==> src/rtl/coordic_sincos.sv <==
// coordic_sincos: iterative 16-stage rotation-mode CORDIC, (mag, angle) -> (mag*cos, mag*sin).
// One micro-rotation per clock; angles are signed Q2.14 radians clamped to +/-pi/2.
// Optional feature macro: CORDIC_GAIN_COMP_EN pre-scales mag by K ~= 0.60725 so the
// outputs come out unity-gain; without it x0 = mag and the outputs carry the CORDIC
// gain (~1.6468), still saturated to the N-bit signed range.
module coordic_sincos #(
   parameter int unsigned N    = 16,
   parameter int unsigned ITER = 16
) (
   input  logic                clk,
   input  logic                rst_n,
   input  logic                st,
   input  logic signed [N-1:0] mag,
   input  logic signed [N-1:0] angle,
   output logic signed [N-1:0] x_out,
   output logic signed [N-1:0] y_out,
   output logic                busy,
   output logic                done,
   output logic                range_err
);

   localparam int unsigned W         = N + 2;
   localparam int unsigned CNT_W     = 4;
   localparam int          SAT_MAX_I = (2 ** (N - 1)) - 1;
   localparam int          ANG_LIM_I = 25736;

   localparam logic signed [W-1:0] SAT_MAX = W'(SAT_MAX_I);
   localparam logic signed [W-1:0] SAT_MIN = W'(-SAT_MAX_I - 1);
   localparam logic signed [N-1:0] ANG_MAX = N'(ANG_LIM_I);
   localparam logic signed [N-1:0] ANG_MIN = N'(-ANG_LIM_I);

   typedef enum logic [1:0] {
      S_IDLE = 2'd0,
      S_ITER = 2'd1,
      S_DONE = 2'd2
   } state_t;

   state_t                state_q, state_d;
   logic [CNT_W-1:0]      i_q, i_d;
   logic signed [W-1:0]   x_q, x_d;
   logic signed [W-1:0]   y_q, y_d;
   logic signed [W-1:0]   z_q, z_d;
   logic                  rerr_ld_q, rerr_ld_d;
   logic signed [N-1:0]   x_out_q, x_out_d;
   logic signed [N-1:0]   y_out_q, y_out_d;
   logic                  busy_q, busy_d;
   logic                  done_q, done_d;
   logic                  range_err_q, range_err_d;

   logic signed [W-1:0]   x0;
   logic signed [N-1:0]   ang_cl;
   logic                  ang_clamped;
   logic signed [W-1:0]   x_sh, y_sh, atan_v;
   logic signed [W-1:0]   x_rot, y_rot, z_rot;

   // Arctangent table, atan(2^-i) in Q2.14 (truncated).
   function automatic logic signed [W-1:0] atan_rom(input logic [CNT_W-1:0] idx);
      logic [15:0] v;
      case (idx)
         4'd0:    v = 16'h3243;
         4'd1:    v = 16'h1DAC;
         4'd2:    v = 16'h0FAD;
         4'd3:    v = 16'h07F5;
         4'd4:    v = 16'h03FE;
         4'd5:    v = 16'h01FF;
         4'd6:    v = 16'h00FF;
         4'd7:    v = 16'h007F;
         4'd8:    v = 16'h003F;
         4'd9:    v = 16'h001F;
         4'd10:   v = 16'h000F;
         4'd11:   v = 16'h0007;
         4'd12:   v = 16'h0003;
         4'd13:   v = 16'h0001;
         default: v = 16'h0000;
      endcase
      return W'(v);
   endfunction

   // Clip an internal value to the N-bit signed output range.
   function automatic logic signed [N-1:0] sat(input logic signed [W-1:0] v);
      logic signed [N-1:0] r;
      if (v > SAT_MAX) begin
         r = SAT_MAX[N-1:0];
      end else if (v < SAT_MIN) begin
         r = SAT_MIN[N-1:0];
      end else begin
         r = v[N-1:0];
      end
      return r;
   endfunction

   // Load-time operand preparation: angle clamp and initial x.
   always_comb begin
      ang_cl      = angle;
      ang_clamped = 1'b0;
      if (angle > ANG_MAX) begin
         ang_cl      = ANG_MAX;
         ang_clamped = 1'b1;
      end else if (angle < ANG_MIN) begin
         ang_cl      = ANG_MIN;
         ang_clamped = 1'b1;
      end
`ifdef CORDIC_GAIN_COMP_EN
      x0 = W'((32'(mag) * 32'sd9949) >>> 14);
`else
      x0 = W'(mag);
`endif
   end

   // One micro-rotation toward z = 0 using the current stage index.
   always_comb begin
      x_sh   = x_q >>> i_q;
      y_sh   = y_q >>> i_q;
      atan_v = atan_rom(i_q);
      if (z_q >= 0) begin
         x_rot = x_q - y_sh;
         y_rot = y_q + x_sh;
         z_rot = z_q - atan_v;
      end else begin
         x_rot = x_q + y_sh;
         y_rot = y_q - x_sh;
         z_rot = z_q + atan_v;
      end
   end

   // Next-state and output logic for IDLE -> ITER -> DONE sequencing.
   always_comb begin
      state_d     = state_q;
      i_d         = i_q;
      x_d         = x_q;
      y_d         = y_q;
      z_d         = z_q;
      rerr_ld_d   = rerr_ld_q;
      x_out_d     = x_out_q;
      y_out_d     = y_out_q;
      busy_d      = busy_q;
      done_d      = 1'b0;
      range_err_d = range_err_q;
      case (state_q)
         S_IDLE: begin
            if (st) begin
               state_d   = S_ITER;
               busy_d    = 1'b1;
               i_d       = '0;
               x_d       = x0;
               y_d       = '0;
               z_d       = W'(ang_cl);
               rerr_ld_d = ang_clamped;
            end
         end
         S_ITER: begin
            x_d = x_rot;
            y_d = y_rot;
            z_d = z_rot;
            if (i_q == CNT_W'(ITER - 1)) begin
               state_d     = S_DONE;
               busy_d      = 1'b0;
               done_d      = 1'b1;
               i_d         = '0;
               x_out_d     = sat(x_rot);
               y_out_d     = sat(y_rot);
               range_err_d = rerr_ld_q;
            end else begin
               i_d = i_q + CNT_W'(1);
            end
         end
         S_DONE: begin
            state_d = S_IDLE;
         end
         default: begin
            state_d = S_IDLE;
            busy_d  = 1'b0;
         end
      endcase
   end

   // State and datapath registers; reset aborts any operation in flight.
   always_ff @(posedge clk or negedge rst_n) begin
      if (!rst_n) begin
         state_q     <= S_IDLE;
         i_q         <= '0;
         x_q         <= '0;
         y_q         <= '0;
         z_q         <= '0;
         rerr_ld_q   <= 1'b0;
         x_out_q     <= '0;
         y_out_q     <= '0;
         busy_q      <= 1'b0;
         done_q      <= 1'b0;
         range_err_q <= 1'b0;
      end else begin
         state_q     <= state_d;
         i_q         <= i_d;
         x_q         <= x_d;
         y_q         <= y_d;
         z_q         <= z_d;
         rerr_ld_q   <= rerr_ld_d;
         x_out_q     <= x_out_d;
         y_out_q     <= y_out_d;
         busy_q      <= busy_d;
         done_q      <= done_d;
         range_err_q <= range_err_d;
      end
   end

   assign x_out     = x_out_q;
   assign y_out     = y_out_q;
   assign busy      = busy_q;
   assign done      = done_q;
   assign range_err = range_err_q;

endmodule

==> config.mk <==
export PLATFORM = sky130hd
export DESIGN_NAME = coordic_sincos
export DESIGN_NICKNAME = d
export VERILOG_FILES = /design/src/rtl/coordic_sincos.sv
export SDC_FILE = /design/constraint.sdc
export NUM_CORES = 1
export LEC_CHECK = 0
export BUFFER_PORTS_ARGS = -buffer_cell sky130_fd_sc_hd__buf_2
export CAP_MARGIN = 10
export CORE_MARGIN = 8
export CORE_UTILIZATION = 48
export CTS_CLUSTER_SIZE = 8
export DETAILED_ROUTE_END_ITERATION = 16
export PLACE_DENSITY_LB_ADDON = 0.25
export SLEW_MARGIN = 5
export SYNTH_ARGS = -nofsm -noshare
export SYNTH_HDL_FRONTEND = slang
export SYNTH_SLANG_ARGS = --single-unit
==> constraint.sdc <==
create_clock -name clk -period 15.8 [get_ports clk]
set_input_delay 3.16 -clock clk [delete_from_list [all_inputs] [get_ports clk]]
set_output_delay 3.16 -clock clk [all_outputs]
set_load 0.05 [all_outputs]
---- Yosys cells after proc, flatten, opt, wreduce, memory -nomap -nowiden ----
Memory sizes are Yosys's and may differ from the RTL's.
Index checks and enable logic that the tools add are counted.
operators by class
  add/sub/neg operators ................... 7
  $lt $le $gt $ge ......................... 7
  equality and inequality tests ........... 5
  shift operators ......................... 2
  muxes and demuxes ....................... 28
  bitwise logic cells ..................... 1
  reductions and logical operators ........ 7
operator list
  kind                  count
  $mux 18               6
  $pmux 18 s2           3
  $mux 16               6
  $add 18x18->18        2
  $gt 18x16->1 const B  2
  $lt 18x16->1 const B  2
  $sshr 18x4->18        2
  $sub 18x18->18        2
  $add 18x17->18        1
  $ge 18x1->1 const B   1
  $sub 18x17->18        1
  $gt 16x16->1 const B  1
  $lt 16x16->1 const B  1
  $mux 4                2
  $pmux 4 s2            1
  $reduce_and 2->1      4
  $mux 1                6
  $add 4x1->4 const B   1
  $eq 4x4->1 const B    1
  $mux 2                2
  $ne 2x2->1 const B    2
  $pmux 2 s2            1
  $pmux 1 s3            1
  $reduce_and 3->1      1
  other kinds (5)       5
storage, ports and cells
  flip-flop bits (word level) ............. 96
  memory bits (read-only) ................. 224
  input bits .............................. 35
  output and inout bits ................... 35
  word-level logic and storage cells ...... 69
  memories ................................ 1
memory list
  name              words  width  rd ports  clocked after memory_dff  write ports  RTL line  source
  (name not given)  16     14     1         0                         0            59        case (idx)

---- Depth between registers and ports, before layout ----
Gate-level depths: netlist of run 1.
  depth after elaboration ................. 6
  gate-level depth with buffers ........... 24
  gate-level depth less buffers ........... 20

---- Least setup slack after synthesis of run 1 ----
OpenSTA, ideal clock, no wires.
  path kind ............................... register to register
  from .................................... register i_q[3]
  to ...................................... register x_out_q[10] (netlist: x_out[10])
  library setup time ...................... 0.121 ns
  data arrival time ....................... 5.705 ns
  required time ........................... 15.679 ns
  setup slack ............................. 9.974 ns
  cell stages (with the launch flop) ...... 25
  buffers on the path ..................... 7
  clock period less this slack ............ 5.826 ns
  path through ............................ dfrtp_1 -> clkbuf_1 -> buf_1 -> buf_2 -> clkbuf_1 -> buf_1 -> clkbuf_1 -> a21o_1 -> ha_1 -> nand2_1 -> o21ai_0 -> nand2_1 -> xnor2_1 -> ha_1 -> a21o_1 -> a21oi_1 -> nor3b_1 -> nand3_1 -> a41o_1 -> a21oi_1 -> o21ai_0 -> xnor2_2 -> o21ai_1 -> clkbuf_1 -> o22a_1
on the way
  longest elaborated chain between the ends .. 6
  elaborated cells between the ends (all ways) .. 10
  those cells by class .................... add/sub: 2; order compare: 2; eq/ne: 1; shift: 1; mux: 3; reduce/logical: 1
ends and longest elaborated chain
  element                                                  RTL line  source
  from (decl)                                              39        logic [CNT_W-1:0] i_q, i_d;
  from (signal assigned)                                   193       i_q <= i_d;
  $sshr 18x4->18                                           113       y_sh = y_q >>> i_q;
  $add 18x18->18 / $sub 18x18->18 (equally long branches)  120, 116
  $mux 18                                                  115       if (z_q >= 0) begin
  $lt 18x16->1                                             84        end else if (v < SAT_MIN) begin
  $mux 16                                                  84
  $mux 16                                                  82        if (v > SAT_MAX) begin
  to (signal assigned)                                     198       x_out_q <= x_out_d;
  to (decl)                                                44        logic signed [N-1:0] x_out_q, x_out_d;
Several ways; a longest one is shown, not always the timed one.
A chain may end at the register's enable or synchronous reset.

---- Worst setup path in the final report of run 1 ----
  from .................................... register i_q[3]
  to ...................................... register x_out_q[5] (netlist: x_out[5])
Same word-level chain as after synthesis.

==> flow_metrics.py, run 1 <==
metrics = {
    "clock_network": {
        "clockRootBuffer": "clkbuf_16",
        "cts_made_buffers": 9,
        "cts_buffer_depth": 2,
        "cts_resized": 0,
        "post_cts_buffers": 0,
        "clkTransAtPathRegs_ns": 0.08,
        "clkLatencyLatePin_ns": 0.36,
        "htreeDepth": 3,
        "numClockSinks": 96,
        "hold_buffers": 0,
        "cts_tree": "built",
    },
    "placement": {
        "numPortBuffers": 69,
        "postPlaceCellArea_um2": 10000,
        "dp_hpwl_um": 20500,
        "gp_congestion": 0.963,
        "dpl_worst_slack_ns": 8.92,
    },
    "sta": {
        "setup_tns_ns": 0,
        "fin_crit_ns": 7.01,
        "maxSlewHeadroom_pct": 29.6,
        "finalSetupViolCount": 0,
        "drv_slew": 0,
        "min_period_over_period_pct": 44.4,
        "fmax_mhz": 143,
        "rsz0062_at_grt": "false",
        "max_slew.worst_pin.slew_ns": 1.06,
        "final.setup.worst_slack_ns": 8.79,
        "hold_ws_ns": 0.471,
        "finalHoldViolCount": 0,
        "skew_ns": 0.0100,
    },
    "global_routing": {
        "overflow": 0,
        "grtUsageTotal_pct": 22.8,
        "antenna_found_initial": 0,
        "grt_pass1_wl_um": 44500,
        "grt_pass1_vias": 8238,
        "grt_max_degree": 66,
    },
    "setup_path": {
        "endpoint_kind": "flip-flop",
        "worstPathMaxFanout": 34,
        "cp_slowest_cell": "dfrtp_1",
        "worst_setup_path_start_kind": "flip-flop",
        "reg2regPathDepth": 21,
        "critPathMostFrequentCell": "o21ai_0",
        "crit_path_max_incr_delay_ns": 0.93,
        "reg2reg_slack_ns": 8.79,
        "path_class": "flip-flop to flip-flop",
        "required_ns": 16.05,
        "worstPathArrival_ns": 7.26,
        "reg2reg_to": "x_out[5]",
        "cp_num_buf_inv": 2,
        "regToRegStartpoint": "i_q[3]",
        "path_cells": "buf_4, mux4_2, mux2i_1, o21ai_0, inv_1, ha_1, nand2_1, o21ai_0, nand2_1, xnor2_1, ha_1, a21o_1, a21oi_1, nor3b_1, nand3_1, a41o_1, a21oi_1, o21ai_0, xnor2_2, o21ai_1, o22a_1",
        "path_delay_family": "compound AO/OA/AOI/OAI gates",
    },
    "yosys": {
        "synth_ff_type": "dfrtp_1",
        "ys_seq_area_share_pct": 25.3,
        "ys_seq_elements": 96,
        "synth_common_cells": "124 x nand2_1, 96 x dfrtp_1, 96 x o21ai_0",
        "yosysMostFrequentCell": "nand2_1",
        "syn_area_um2": 9510,
        "ys_async_sr_fraction_pct": 100,
        "synth_top_cell_by_area": "dfrtp_1",
        "syn-num-nets": 1212,
        "synth_edf_count": 0,
        "synth_top_cell_area_share_pct": 25.3,
        "syn_avg_cell_area_um2": 8.53,
        "ys_top_cells_by_area": "dfrtp_1 25%, mux4_2 8.3%, ha_1 7.8%",
        "postSynthCellCount": 1115,
        "yosys_warnings": 0,
        "synthDistinctLibCells": 79,
    },
    "detailed_routing": {
        "drt_pass1_iterations": 5,
        "wl_per_cell_um": 19.5,
        "ant_nets": 0,
        "drtIter0Drc": 695,
        "wl_um": 27500,
        "vias_per_cell": 6.14,
        "drc_errors": 0,
        "dr_total_vias": 8674,
    },
    "layout": {
        "antennaDiodeCount": 0,
        "fin_area_um2": 10400,
        "multi_input_area_um2": 6670,
        "nets": 1239,
        "fill_cells": 1798,
        "area_growth_pct": 8.84,
        "final_layout_size_suffix_gt1_share_pct": 15.3,
        "ff_latch_area_um2": 2400,
    },
    "hold_path": {
        "hold_depth": 2,
        "hold_end": "range_err",
        "hold_path_class": "flip-flop to flip-flop",
        "worstHoldStart": "rerr_ld_q",
    },
    "floorplanning": {
        "ioPinCount": 70,
        "dieArea_um2": 24600,
        "start_util_pct": 48.9,
        "die_x_um": 157,
        "core_area_um2": 19500,
        "die_h_um": 157,
        "std_cell_rows": 51,
    },
    "run": {
        "maxCapViolCount": 0,
    },
    "run_status": {
        "status": "finished clean",
    },
}
layout by cell type (no fill, tap or decap), types with 22 or more instances in the layout:
master,instances
mux4_2,35
xor2_1,27
o21ai_0,96
ha_1,59
dfrtp_1,94
buf_2,68
xnor2_1,54
a21oi_1,81
nor2_1,80
nand2_1,124
nor3_1,22
mux2i_1,26
inv_1,45
worst max-delay path by stage:
stage,from,to,cells past startpoint
6_report,i_q[3],x_out[5],21
5_1_grt,i_q[3],x_out[10],21
4_1_cts,i_q[3],x_out[12],21
3_5_place_dp,i_q[3],x_out[5],21
3_3_place_gp,i_q[3],x_out[7],19
2_1_floorplan,i_q[3],x_out[10],24
metrics by stage:
step                      utilization [%]  cells
after CTS                            53.2   1412
after global placement               51.5   1396
after floorplan                         -   1115
final                                53.2   1412
after global routing                 53.2   1412
after detailed placement             51.5   1396
metal layers:
metal  vias to the layer above  GRT usage, %  routed length, um
met5                         -             0                  0
met3                        44          4.14               1730
li1                       4158             -                  -
met1                      4180          29.9              12000
met4                         0          7.32                582
met2                       292          37.3              13200
logic make-up after synthesis:
family	count (synthesis)	synth area share [%]
XOR/XNOR	83	7.88
buffers and inverters	113	4.85
adder cells (fa/ha/maj)	62	8.39
multiplexers	68	11.9
flip-flops	96	25.3
AND/OR/NAND/NOR	322	15.6
AO/OA/AOI/OAI	371	26.2
layout make-up:
class	count	area share, %
multi-input combinational	906	64.4
sequential	96	23.2
timing repair buffer	82	4.30
tap	265	3.20
clock buffer	9	2.18
inverter	47	1.70
clock inverter	7	1.02
sequential cells by signal, summed over array words and instances, names as in the netlist:
name	count
busy	1
done	1
x_out	16
y_out	16
rerr_ld_q	1
state_q	2
x_q	18
z_q	18
range_err	1
y_q	18
i_q	4
worst reg2reg max path, stage by stage (launching register included):
cell,delay (ns)
dfrtp_1,0.93
buf_4,0.46
mux4_2,0.36
mux2i_1,0.26
o21ai_0,0.22
inv_1,0.10
ha_1,0.15
nand2_1,0.06
o21ai_0,0.46
nand2_1,0.14
xnor2_1,0.16
ha_1,0.34
a21o_1,0.19
a21oi_1,0.17
nor3b_1,0.20
nand3_1,0.13
a41o_1,0.29
a21oi_1,0.43
o21ai_0,0.25
xnor2_2,0.74
o21ai_1,0.54
o22a_1,0.32
Power of run 1 is left out: the tool's default activity adds up to more than one toggle a clock period on the data nets, which glitch-free logic cannot reach.
==> inputs of run 2 (changes only) <==
- ABC_AREA: not set -> 1
- clock period: 15.8 -> 5.72 ns (I/O delays scaled with it)
==> flow_metrics.py, run 2 <==
metrics = {
    "run_status": {
        "status": "finished clean",
    },
    "floorplanning": {
        "start_util_pct": 49.0,
        "std_cell_rows": 51,
        "core_area_um2": 19500,
        "ioPinCount": 70,
        "dieArea_um2": 24700,
        "die_h_um": 157,
        "die_x_um": 157,
    },
    "yosys": {
        "ys_async_sr_fraction_pct": 100,
        "ys_seq_elements": 96,
        "synth_top_cell_by_area": "dfrtp_1",
        "syn_area_um2": 9580,
        "synth_common_cells": "501 x nand2_1, 158 x nand3_1, 127 x inv_1",
        "synthDistinctLibCells": 53,
        "synth_ff_type": "dfrtp_1",
        "ys_top_cells_by_area": "dfrtp_1 25%, nand2_1 20%, nand3_1 8.3%",
        "yosys_warnings": 0,
        "yosysMostFrequentCell": "nand2_1",
        "postSynthCellCount": 1484,
        "syn-num-nets": 1581,
        "synth_top_cell_area_share_pct": 25.1,
        "synth_edf_count": 0,
        "ys_seq_area_share_pct": 25.1,
        "syn_avg_cell_area_um2": 6.45,
    },
    "detailed_routing": {
        "wl_um": 28300,
        "ant_nets": 0,
        "drt_pass1_iterations": 5,
        "drc_errors": 0,
        "drtIter0Drc": 676,
        "dr_total_vias": 9777,
        "vias_per_cell": 5.47,
        "wl_per_cell_um": 15.8,
    },
    "setup_path": {
        "crit_end": "x_out[6]",
        "reg2regPathDepth": 25,
        "endpoint_kind": "flip-flop",
        "worstPathArrival_ns": 5.40,
        "required_ns": 5.98,
        "reg2reg_to": "x_out[6]",
        "crit_start": "i_q[0]",
        "worst_setup_path_start_kind": "flip-flop",
        "worstPathMaxFanout": 44,
        "regToRegStartpoint": "i_q[0]",
        "reg2reg_slack_ns": 0.58,
        "path_class": "flip-flop to flip-flop",
    },
    "sta": {
        "fmax_mhz": 194,
        "maxSlewHeadroom_pct": 33.0,
        "finalSetupViolCount": 0,
        "skew_ns": 0.0121,
        "setup_tns_ns": 0,
        "fin_crit_ns": 5.14,
        "rsz0062_at_grt": "false",
        "min_period_over_period_pct": 89.9,
        "drv_slew": 0,
        "finalHoldViolCount": 0,
        "max_slew.worst_pin.slew_ns": 1.00,
    },
    "global_routing": {
        "grtUsageTotal_pct": 23.6,
        "grt_max_degree": 53,
        "grt_pass1_wl_um": 47000,
        "antenna_found_initial": 0,
        "grt_pass1_vias": 9347,
        "overflow": 0,
    },
    "layout": {
        "area_growth_pct": 7.81,
        "top_regs": "x_q (18), y_q (18), z_q (18)",
        "fill_cells": 2037,
        "layout_commonest_cell": "nand2_1",
        "multi_input_area_um2": 6350,
        "finalNonFillerCells": 1787,
        "nets": 1614,
        "final_cell_mix": "501 x nand2_1, 158 x nand3_1, 127 x inv_1, 96 x dfrtp_1, 95 x nor2_1",
        "ff_latch_area_um2": 2400,
        "final_layout_size_suffix_gt1_share_pct": 9.66,
        "antennaDiodeCount": 0,
    },
    "clock_network": {
        "numClockSinks": 96,
        "cts_tree": "built",
        "clockRootBuffer": "clkbuf_16",
        "post_cts_buffers": 0,
        "cts_resized": 0,
        "htreeDepth": 3,
        "clkTransAtPathRegs_ns": 0.08,
        "hold_buffers": 0,
        "cts_made_buffers": 9,
        "cts_buffer_depth": 2,
        "clkLatencyLatePin_ns": 0.37,
    },
    "run": {
        "maxCapViolCount": 0,
    },
    "placement": {
        "dp_hpwl_um": 21900,
        "dp.cells": 1771,
        "numPortBuffers": 69,
        "gp_congestion": 0.958,
    },
    "hold_path": {
        "hold_path_class": "flip-flop to flip-flop",
        "hold_depth": 2,
    },
}
-- run 2: metal layers --
metal	share of wire, %	track usage (%)
met1	47	32.2
met2	44	37.4
met3	6.3	3.67
met4	2.5	7.43
met5	0	0
-- run 2: critical path, stage by stage, from the launching register on --
cell      delay, ns
dfrtp_1        0.39
buf_4          0.41
o21ai_0        0.24
a21oi_1        0.17
nand3_1        0.14
nand2_1        0.15
ha_1           0.18
nand2_1        0.05
nor2_1         0.20
nand4_1        0.19
nor3_1         0.18
nor2_1         0.09
nor2_1         0.14
xor2_1         0.09
ha_1           0.31
inv_1          0.08
nor3_1         0.33
nand2_1        0.08
o311ai_0       0.69
inv_1          0.14
nand3_1        0.15
nand3_2        0.24
nand2_1        0.15
nand2_1        0.07
nand2_1        0.09
nand2_1        0.05
-- run 2: layout make-up --
| class | instances | area share, % |
|---|---|---|
| clock inverter | 7 | 0.630 |
| multi-input combinational | 1195 | 61.5 |
| inverter | 133 | 4.88 |
| clock buffer | 9 | 2.18 |
| timing repair buffer | 82 | 4.31 |
| sequential | 96 | 23.3 |
| tap | 265 | 3.21 |
-- run 2: how the worst min path moves through the flow --
stage,startpoint,end,slack [ns]
floorplan,rerr_ld_q,range_err,0.45
global placement,y_out[5],y_out[5],0.46
detailed placement,x_out[12],x_out[12],0.46
CTS,x_out[12],x_out[12],0.48
global route,y_out[8],y_out[8],0.50
finish,y_out[6],y_out[6],0.48
-- run 2: kinds of logic (layout without fill, tap and decap cells) --
logic type	Yosys count	after routing	share of synthesized area, %
flops	96	96	25.1
fa+ha+maj	62	62	8.34
compound gates	240	240	15.0
buf+inv	193	231	8.73
xor+xnor	79	79	7.23
simple gates	814	814	35.6
-- run 2: per-stage QoR --
| stage | worst slack [ns] | util [%] | instance area, um2 | hold slack [ns] |
|---|---|---|---|---|
| CTS | 0.661 | 52.9 | 10300 | 0.481 |
| global route | 0.0482 | 52.9 | 10300 | 0.498 |
| global placement | 0.798 | 51.4 | 10000 | 0.459 |
| detailed placement | 0.692 | 51.4 | 10000 | 0.460 |
| floorplan | 1.70 | - | 9580 | 0.451 |
| finish | 0.575 | 52.9 | 10300 | 0.475 |
Power of run 2 is left out for the same reason.
==> inputs of run 3 (changes only) <==
- ABC_AREA: 1 -> not set
==> flow_metrics.py, run 3 (synthesis results as in run 1) <==
metrics = {
    "setup_path": {
        "path_class": "flip-flop to flip-flop",
        "endpoint_kind": "flip-flop",
        "worstPathArrival_ns": 5.73,
        "worst_setup_path_start_kind": "flip-flop",
        "regToRegStartpoint": "i_q[1]",
        "reg2regPathDepth": 17,
        "worstPathMaxFanout": 23,
        "crit_start": "i_q[1]",
        "required_ns": 5.93,
    },
    "layout": {
        "final_layout_size_suffix_gt1_share_pct": 17.9,
        "final_cell_mix": "124 x nand2_1, 95 x o21ai_0, 93 x dfrtp_1, 80 x nor2_1, 80 x a21oi_1",
        "nets": 1272,
        "antennaDiodeCount": 0,
        "top_regs": "x_q (18), y_q (18), z_q (18)",
        "fill_cells": 1801,
        "area_growth_pct": 12.1,
        "layout_commonest_cell": "nand2_1",
        "fin_area_um2": 10700,
    },
    "floorplanning": {
        "die_x_um": 157,
        "dieArea_um2": 24600,
        "die_h_um": 157,
        "ioPinCount": 70,
        "start_util_pct": 48.9,
        "std_cell_rows": 51,
        "core_area_um2": 19500,
    },
    "global_routing": {
        "antenna_found_initial": 1,
        "grt_max_degree": 61,
        "grtUsageTotal_pct": 23.9,
        "grt_pass1_wl_um": 46500,
        "overflow": 0,
        "grt_pass1_vias": 8584,
    },
    "detailed_routing": {
        "drtIter0Drc": 599,
        "wl_um": 28600,
        "drt_pass1_iterations": 5,
        "ant_nets": 0,
        "dr_total_vias": 8799,
        "wl_per_cell_um": 19.8,
        "vias_per_cell": 6.10,
        "drc_errors": 0,
    },
    "sta": {
        "setup_tns_ns": 0,
        "fmax_mhz": 181,
        "drv_slew": 0,
        "max_slew.worst_pin.slew_ns": 0.848,
        "finalSetupViolCount": 0,
        "maxSlewHeadroom_pct": 43.5,
        "fin_crit_ns": 5.52,
        "finalHoldViolCount": 0,
        "skew_ns": 0.0120,
        "min_period_over_period_pct": 96.5,
        "rsz0062_at_grt": "false",
    },
    "clock_network": {
        "cts_tree": "built",
        "clockRootBuffer": "clkbuf_16",
        "numClockSinks": 96,
        "cts_made_buffers": 9,
        "hold_buffers": 0,
        "clkLatencyLatePin_ns": 0.36,
        "cts_buffer_depth": 2,
        "htreeDepth": 3,
        "clkTransAtPathRegs_ns": 0.07,
    },
    "hold_path": {
        "worstHoldStart": "x_out[15]",
        "hold_depth": 2,
        "hold_path_class": "flip-flop to flip-flop",
    },
    "placement": {
        "dp_hpwl_um": 21800,
        "numPortBuffers": 69,
        "gp_congestion": 0.935,
        "postPlaceCellArea_um2": 10300,
    },
    "run_status": {
        "status": "finished clean",
    },
    "run": {
        "maxCapViolCount": 0,
    },
}
[run 3: cell types whose count changed in the layout (fill, tap and decap cells not counted), moves of 17 or more]
cell / previous run / this run
nand2_1: 501 / 124
nand3_1: 158 / 19
inv_1: 127 / 45
mux4_2: 0 / 35
xnor2_1: 20 / 54
xor2_1: 59 / 27
buf_4: 14 / 42
mux2i_1: 0 / 26
a211oi_1: 0 / 17
nand2b_1: 0 / 17
o21ai_0: 78 / 95
[run 3: worst paths after layout]
check                           slack, ns   endpoint
worst max-delay path                 0.20   y_out[3]
max in group asynchronous            3.82    x_q[16]
worst min register to register       0.48  x_out[15]
min in group asynchronous            0.89   y_out[3]
worst min-delay path                 0.48  x_out[15]
worst max register to register       0.20   y_out[3]
[run 3: cell type report]
type	instances	area [um2]	share of cell area, %
clock buffers	10	239	2.24
clock inverters	4	70.1	0.657
inverters	47	176	1.65
multi-input cells	906	6690	62.7
flip-flops and latches	96	2410	22.6
well taps	265	332	3.11
repair buffers	115	747	7.01
[run 3: stage by stage]
step                utilization (%)  setup WS, ns  cells  hold WS (ns)
finish                         54.8         0.202   1443         0.481
global route                   54.8       0.00652   1443         0.503
detailed placement             53.0        0.0903   1429         0.465
floorplan                         -        0.0193   1115         0.439
global placement               53.0         0.162   1429         0.455
CTS                            54.6        0.0122   1443         0.482
[run 3: timing repair]
action | 4_1_cts | 5_1_grt
buffers inserted | 0 | 0
hold endpoints to repair | 0 | 0
endpoints found under the setup margin | 0 | 27
resized for setup | 0 | 9
[run 3: worst max-delay path: stages, from the launching register on]
cell and delay, ns:
dfrtp_2 0.44, buf_4 0.33, mux4_2 0.58, mux2_4 0.30, mux2_2 0.31, or4_4 0.50
or3_4 0.37, o31ai_1 0.35, xor2_1 0.20, ha_1 0.32, and3_1 0.22, o211a_1 0.13
nor3_1 0.21, xor2_1 0.32, inv_1 0.18, o31ai_2 0.20, buf_4 0.28, o22ai_1 0.13
[run 3: per-layer routing]
| metal | wire length [um] | global-route usage [%] |
|---|---|---|
| met4 | 568 | 7.64 |
| met3 | 1720 | 3.94 |
| met2 | 13500 | 38.8 |
| met1 | 12800 | 31.9 |
| met5 | 13 | 0 |
Power of run 3 is left out for the same reason.
